$ cat src/rtl/pmmu_arbiter.sv
// pmmu_arbiter: two-port round-robin arbiter in front of the single Pmmu port.
// Port 0 is the core, port 1 the debug/loader. One access at a time:
// IDLE -> ACCESS (strobes until mem_rdy_i or watchdog expiry) -> DONE (ack) -> IDLE.
module pmmu_arbiter #(
  parameter int unsigned DATA_WIDTH = 32,
  parameter int unsigned TIMEOUT    = 255
) (
  input  logic                  clk_i,
  input  logic                  reset_i,
  input  logic                  p0_req_i,
  input  logic                  p0_wr_i,
  input  logic [DATA_WIDTH-1:0] p0_addr_i,
  input  logic [DATA_WIDTH-1:0] p0_wd_i,
  input  logic [2:0]            p0_funct3_i,
  output logic                  p0_ack_o,
  output logic [DATA_WIDTH-1:0] p0_rd_o,
  input  logic                  p1_req_i,
  input  logic                  p1_wr_i,
  input  logic [DATA_WIDTH-1:0] p1_addr_i,
  input  logic [DATA_WIDTH-1:0] p1_wd_i,
  input  logic [2:0]            p1_funct3_i,
  output logic                  p1_ack_o,
  output logic [DATA_WIDTH-1:0] p1_rd_o,
  output logic                  err_o,
  output logic                  grant_o,
  output logic [DATA_WIDTH-1:0] mem_addr_o,
  output logic [DATA_WIDTH-1:0] mem_wd_o,
  output logic [2:0]            mem_funct3_o,
  output logic                  mem_wr_o,
  output logic                  mem_rd_o,
  input  logic                  mem_rdy_i,
  input  logic [DATA_WIDTH-1:0] mem_data_i
);

  localparam int unsigned DW  = DATA_WIDTH;
  localparam int unsigned WDW = $clog2(TIMEOUT + 1);
  localparam logic [WDW-1:0] WD_LAST = WDW'(TIMEOUT - 1);

  localparam logic [1:0] S_IDLE   = 2'd0;
  localparam logic [1:0] S_ACCESS = 2'd1;
  localparam logic [1:0] S_DONE   = 2'd2;

  logic [1:0]     r_state, w_state_n;
  logic           r_grant, w_grant_n;
  logic           r_last,  w_last_n;
  logic [DW-1:0]  r_addr,  w_addr_n;
  logic [DW-1:0]  r_wd,    w_wd_n;
  logic [2:0]     r_f3,    w_f3_n;
  logic           r_wr,    w_wr_n;
  logic [WDW-1:0] r_cnt,   w_cnt_n;
  logic           r_mem_rd, w_mem_rd_n;
  logic           r_mem_wr, w_mem_wr_n;
  logic           r_p0_ack, w_p0_ack_n;
  logic           r_p1_ack, w_p1_ack_n;
  logic [DW-1:0]  r_p0_rd,  w_p0_rd_n;
  logic [DW-1:0]  r_p1_rd,  w_p1_rd_n;
  logic           r_err,    w_err_n;

  logic           w_win;
  logic           w_sel_wr;
  logic [DW-1:0]  w_rdata;

  // Winner selection: a lone requester wins; on a tie the port that did not go last wins
  assign w_win    = (p0_req_i & p1_req_i) ? ~r_last : p1_req_i;
  assign w_sel_wr = w_win ? p1_wr_i : p0_wr_i;
  assign w_rdata  = r_wr ? '0 : mem_data_i;

  // Next-state and next-output logic
  always_comb begin
    w_state_n  = r_state;
    w_grant_n  = r_grant;
    w_last_n   = r_last;
    w_addr_n   = r_addr;
    w_wd_n     = r_wd;
    w_f3_n     = r_f3;
    w_wr_n     = r_wr;
    w_cnt_n    = r_cnt;
    w_mem_rd_n = 1'b0;
    w_mem_wr_n = 1'b0;
    w_p0_ack_n = 1'b0;
    w_p1_ack_n = 1'b0;
    w_p0_rd_n  = '0;
    w_p1_rd_n  = '0;
    w_err_n    = 1'b0;

    case (r_state)
      S_IDLE: begin
        if (p0_req_i | p1_req_i) begin
          w_grant_n  = w_win;
          w_addr_n   = w_win ? p1_addr_i   : p0_addr_i;
          w_wd_n     = w_win ? p1_wd_i     : p0_wd_i;
          w_f3_n     = w_win ? p1_funct3_i : p0_funct3_i;
          w_wr_n     = w_sel_wr;
          w_cnt_n    = '0;
          w_mem_rd_n = ~w_sel_wr;
          w_mem_wr_n = w_sel_wr;
          w_state_n  = S_ACCESS;
        end
      end
      S_ACCESS: begin
        if (mem_rdy_i) begin
          w_state_n = S_DONE;
          if (r_grant) begin
            w_p1_ack_n = 1'b1;
            w_p1_rd_n  = w_rdata;
          end else begin
            w_p0_ack_n = 1'b1;
            w_p0_rd_n  = w_rdata;
          end
        end else if (r_cnt == WD_LAST) begin
          // Watchdog expiry: complete with zero data and flag the error
          w_state_n = S_DONE;
          w_err_n   = 1'b1;
          if (r_grant) begin
            w_p1_ack_n = 1'b1;
          end else begin
            w_p0_ack_n = 1'b1;
          end
        end else begin
          w_cnt_n    = r_cnt + WDW'(1);
          w_mem_rd_n = ~r_wr;
          w_mem_wr_n = r_wr;
        end
      end
      S_DONE: begin
        w_last_n  = r_grant;
        w_state_n = S_IDLE;
      end
      default: begin
        w_state_n = S_IDLE;
      end
    endcase
  end

  // State and output registers with synchronous reset
  always_ff @(posedge clk_i) begin
    if (reset_i) begin
      r_state  <= S_IDLE;
      r_grant  <= 1'b0;
      r_last   <= 1'b1;
      r_addr   <= '0;
      r_wd     <= '0;
      r_f3     <= '0;
      r_wr     <= 1'b0;
      r_cnt    <= '0;
      r_mem_rd <= 1'b0;
      r_mem_wr <= 1'b0;
      r_p0_ack <= 1'b0;
      r_p1_ack <= 1'b0;
      r_p0_rd  <= '0;
      r_p1_rd  <= '0;
      r_err    <= 1'b0;
    end else begin
      r_state  <= w_state_n;
      r_grant  <= w_grant_n;
      r_last   <= w_last_n;
      r_addr   <= w_addr_n;
      r_wd     <= w_wd_n;
      r_f3     <= w_f3_n;
      r_wr     <= w_wr_n;
      r_cnt    <= w_cnt_n;
      r_mem_rd <= w_mem_rd_n;
      r_mem_wr <= w_mem_wr_n;
      r_p0_ack <= w_p0_ack_n;
      r_p1_ack <= w_p1_ack_n;
      r_p0_rd  <= w_p0_rd_n;
      r_p1_rd  <= w_p1_rd_n;
      r_err    <= w_err_n;
    end
  end

  assign p0_ack_o     = r_p0_ack;
  assign p1_ack_o     = r_p1_ack;
  assign p0_rd_o      = r_p0_rd;
  assign p1_rd_o      = r_p1_rd;
  assign err_o        = r_err;
  assign grant_o      = r_grant;
  assign mem_addr_o   = r_addr;
  assign mem_wd_o     = r_wd;
  assign mem_funct3_o = r_f3;
  assign mem_wr_o     = r_mem_wr;
  assign mem_rd_o     = r_mem_rd;

endmodule

$ cat config.mk
export PLATFORM = sky130hd
export DESIGN_NAME = pmmu_arbiter
export DESIGN_NICKNAME = d
export VERILOG_FILES = /design/src/rtl/pmmu_arbiter.sv
export SDC_FILE = /design/constraint.sdc
export NUM_CORES = 1
export LEC_CHECK = 0
export BUFFER_PORTS_ARGS = -buffer_cell sky130_fd_sc_hd__clkbuf_2
export CORE_ASPECT_RATIO = 1.2
export CORE_MARGIN = 8
export CORE_UTILIZATION = 40
export DETAILED_ROUTE_END_ITERATION = 12
export PLACE_DENSITY_LB_ADDON = 0.08
export SLEW_MARGIN = 20
export SYNTH_ARGS = -nofsm -noshare
export SYNTH_HDL_FRONTEND = slang
export SYNTH_SLANG_ARGS = --single-unit
export TNS_END_PERCENT = 30
$ cat constraint.sdc
create_clock -name clk_i -period 1.9 [get_ports clk_i]
set_clock_uncertainty 0.15 [all_clocks]
set_input_delay 0.19 -clock clk_i [delete_from_list [all_inputs] [get_ports clk_i]]
set_output_delay 0.19 -clock clk_i [all_outputs]
set_load 0.02 [all_outputs]
### Word-level counts from Yosys, hierarchy flattened

Index checks and enable logic that the tools add are counted.

* add/subtract/negate cells: 1
* reduce and logical (&&, ||, !) cells: 9
* muxes and demuxes: 29
* equality and inequality tests: 7
* bitwise gates (word level): 8

Operators with widths (count)
* two-way mux 32 bit: 3
* two-way mux 8 bit: 3
* case mux 8 bit (2 select lines): 1
* two-way mux 1 bit: 15
* adder 8 x 1 -> 8 bit (second input constant): 1
* == test 8 bit (second input constant): 1
* OR reduction 4 bit: 2
* two-way mux 2 bit: 3
* != test 2 bit (second input constant): 3
* NOT 1 bit: 6
* case mux 1 bit (2 select lines): 2
* case mux 2 bit (2 select lines): 1
* AND reduction 2 bit: 2
* AND reduction 4 bit: 1
* two-way mux 3 bit: 1
* != test 3 bit (second input constant): 1
* OR reduction 3 bit: 1
* == test 2 x 1 -> 1 bit (second input constant): 1
* == test 2 bit (second input constant): 1
* zero test 2 bit: 1
* nonzero test 2 bit: 1
* OR reduction 2 bit: 1
* bitwise AND 1 bit: 1
* OR 1 bit: 1

* register bits after elaboration: 149
* bits of input ports: 173

### Longest topological paths before layout

* depth after elaboration: 6
* mapped depth: 6

### Least setup slack after synthesis

Ideal clock, no wire load.

* path kind: flip-flop to flip-flop
* from: reg r_cnt[0]
* to: reg r_cnt[0]
* clock period less this slack: 1496 ps
* setup slack: 404 ps
* stages on the path, launching flop included: 7
* data arrival time: 1275 ps
* required time: 1680 ps
* path through: dfxtp_1 -> inv_1 -> ha_1 -> nand3_1 -> o21ai_1 -> or3_1 -> a21oi_1

* cells in the longest elaborated chain, start to end: 4

Ends and longest elaborated chain
* start, declared: line 50 `logic [WDW-1:0] r_cnt, w_cnt_n;`
* start signal, assigned: line 161 `r_cnt <= w_cnt_n;`
* adder 8 x 1 -> 8 bit: line 120 `w_cnt_n = r_cnt + WDW'(1);`
* two-way mux 8 bit: line 110 `end else if (r_cnt == WD_LAST) begin`
* two-way mux 8 bit: line 101 `if (mem_rdy_i) begin`
* case mux 8 bit (2 select lines): line 86 `case (r_state)`

Several ways; a longest one is shown, not always the timed one. The select of a mux whose other input is x is not followed.
A chain may end at the register's enable or synchronous reset.

### Final worst setup path

* from: reg r_state[1]
* to: reg r_addr[22], in the netlist mem_addr_o[22]

* cells in the longest elaborated chain, start to end: 2

Ends and longest elaborated chain
* start, declared: line 43 `logic [1:0] r_state, w_state_n;`
* start signal, assigned: line 154 `r_state <= w_state_n;`
* zero test 2 bit: line 86
* AND reduction 2 bit (no source line)
* end signal, assigned: line 157 `r_addr <= w_addr_n;`
* end, declared: line 46 `logic [DW-1:0] r_addr, w_addr_n;`

Every way passes these cells.

==> flow_metrics.tcl <==
set metrics [dict create \
    status "finished clean" \
    dp_hpwl_um 13800 \
    grt_pass1_wl_um 32100 \
    clock_path_buffers 2 \
    syn_inst 561 \
    period_minus_slack_ps 1780 \
    hp-class "input port to flip-flop" \
    peakVddDrop_v 0.000562 \
    clockRootBuffer "clkbuf_16" \
    fin_ws_ps 121 \
    grt.total_usage_pct 21.6 \
    placed_cell_area_mm2 0.00730 \
    clkTransAtPathRegs_ps 70 \
    hold_viol 0 \
    synth_cell_types 50 \
    num_rows 47 \
    syn_area_per_cell_um2 10.0 \
    worstPathRequired_ps 2070 \
    ys.warnings.count 0 \
    setup_viol 0 \
    worst-setup-path-type "flip-flop to flip-flop" \
    clock-sinks 149 \
    grt_overflow 0 \
    wl_per_cell_um 17.0 \
    clk_latency_ps 400 \
    grt_max_degree 56 \
    final_cells 1181 \
    post-route-util_pct 67.7 \
    ys.flop_type "dfxtp_1" \
    pre_cts_ws_ps 169 \
    final.period_utilization_pct 93.6 \
    leakage_nw 4.35 \
    num_vias 5684 \
    arrival_ps 1940 \
    place.gp.congestion 0.855 \
    async_flop_share_pct 0 \
    n_antenna_cell 0 \
    synth_area_leaders "dfxtp_1 53%, mux2i_1 12%, nor2_1 9.2%" \
    end_kind "flip-flop" \
    drtPass1Iterations 4 \
    drt_iter0_markers 243 \
    ys_seq_elements 149 \
    path_max_fanout 43 \
    synth_edf_count 0 \
    dp.cells 1012 \
    synth_top_area_share_pct 52.9 \
    nFillCells 1096 \
    ios 310 \
    max_slew_margin_pct 54.7 \
    io_buffers 309 \
    syn_to_final_growth_pct 65.3 \
    antenna_found_initial 0 \
    layout.cells.most_common "clkbuf_2" \
    fmax_mhz 562 \
    start_kind "flip-flop" \
    core_mm2 0.0138 \
    power_density_mw_per_mm2 923 \
    start_util_pct 40.9 \
    die_area_mm2 0.0182 \
    tritoncts "built" \
    nNetsFinal 1172 \
    avgViaCountPerCell 4.81 \
    cts_max_level 4 \
    final_cell_mix "309 x clkbuf_2, 149 x dfxtp_1, 138 x nor2_1" \
    rsz0062_at_grt "false" \
    drv_cap 0 \
    fin_setup_tns_ps 0 \
    postCtsSetupBuffers 0 \
    synth_fp_nets 736 \
    yosysSeqAreaShare_pct 52.9 \
    fin_area_mm2 0.00931 \
    drt_wl_total_um 20100 \
    syn_area_mm2 0.00563 \
    ant_nets 0 \
    tightest_slew_ps 673 \
    die_height_um 146 \
    cts_buffers 17 \
    drc 0 \
    synth_area_leader_cell "dfxtp_1" \
    layout-drive-gt1-share_pct 36.4 \
    die_x_um 124 \
    grt_pass1_vias 6159 \
    slew_violations 0 \
]
-- power by group --
group / internal, mW / switching [mW]
combinational: 0.732 / 0.869
sequential: 3.32 / 0.115
clock: 2.13 / 1.42
-- kinds of logic after synthesis --
group / count (synthesis) / synth area share [%]
AOI/OAI and AO/OA: 90 / 12.3
xor gates and xnor gates: 1 / 0.155
adders and majority gates: 2 / 0.444
buffers and inverters: 46 / 4.93
DFF: 149 / 52.9
muxes: 68 / 12.1
and+or+nand+nor: 205 / 17.1
-- worst paths after layout --
check	start	end	slack [ps]	depth (start not counted)
setup / recovery	r_state[1]$_SDFFE_PP0P_	mem_addr_o[22]$_SDFFE_PP0P_	120	5
hold / removal	p1_addr_i[14]	mem_addr_o[14]$_SDFFE_PP0P_	2	3
setup reg to reg	r_state[1]$_SDFFE_PP0P_	mem_addr_o[22]$_SDFFE_PP0P_	120	5
hold reg to reg	mem_addr_o[31]$_SDFFE_PP0P_	mem_addr_o[31]$_SDFFE_PP0P_	350	2
-- layer usage --
layer  GRT usage, %  wire length, µm  vias up
li1               -                -     2811
met1           22.5             7500     2553
met2           38.1            10200      279
met3           8.62             1880       41
met4           8.21              489        0
met5              0                0        -
-- registers in the layout, indices dropped and copies added, names as in the netlist --
signal,cells
r_state,2
p0_ack_o,1
mem_funct3_o,3
err_o,1
p0_rd_o,32
mem_wr_o,1
r_last,1
r_wr,1
grant_o,1
mem_addr_o,32
mem_wd_o,32
mem_rd_o,1
r_cnt,8
p1_rd_o,32
p1_ack_o,1
-- area by class of cell --
| type | instances | area (µm²) | share of cell area [%] |
|---|---|---|---|
| clock inverter | 15 | 209 | 2.24 |
| timing repair buffer | 458 | 3070 | 33.0 |
| multi-input combinational | 366 | 2390 | 25.7 |
| inverter | 5 | 18.8 | 0.202 |
| sequential | 149 | 2980 | 32.0 |
| tap | 171 | 214 | 2.30 |
| clock buffer | 17 | 425 | 4.57 |
-- worst max-delay path, stage by stage (launching register included) --
cell and delay, ps:
dfxtp_1 430, nor3_4 270, buf_12 240, buf_12 220
nor2_1 100, a211oi_2 250
-- stage by stage --
stage / hold WS [ps] / power [mW]
3_5_place_dp: 289 / 4.86
3_3_place_gp: 281 / 4.84
6_report: 2.07 / 8.59
5_1_grt: 12.2 / 8.99
2_1_floorplan: 191 / 4.33
4_1_cts: 0.847 / 8.65
-- cells in the mapped netlist, drive strengths merged (3+ instances only) --
cell and instances:
buf 27, and3 3, nand3 8, nor2 138, a21oi 3, o21ai 5, nor2b 4, inv 5
a211oi 67, nor3b 3, or3 3, nand2b 33, mux2i 67, dfxtp 149, clkbuf 14
-- timing repair --
item	in CTS	in global routing
resized for setup	0	1
endpoints found under the hold margin	121	1
endpoints found under the setup margin	0	1
hold buffers	136	1
Note: power is estimated with default switching activity, not from simulation.
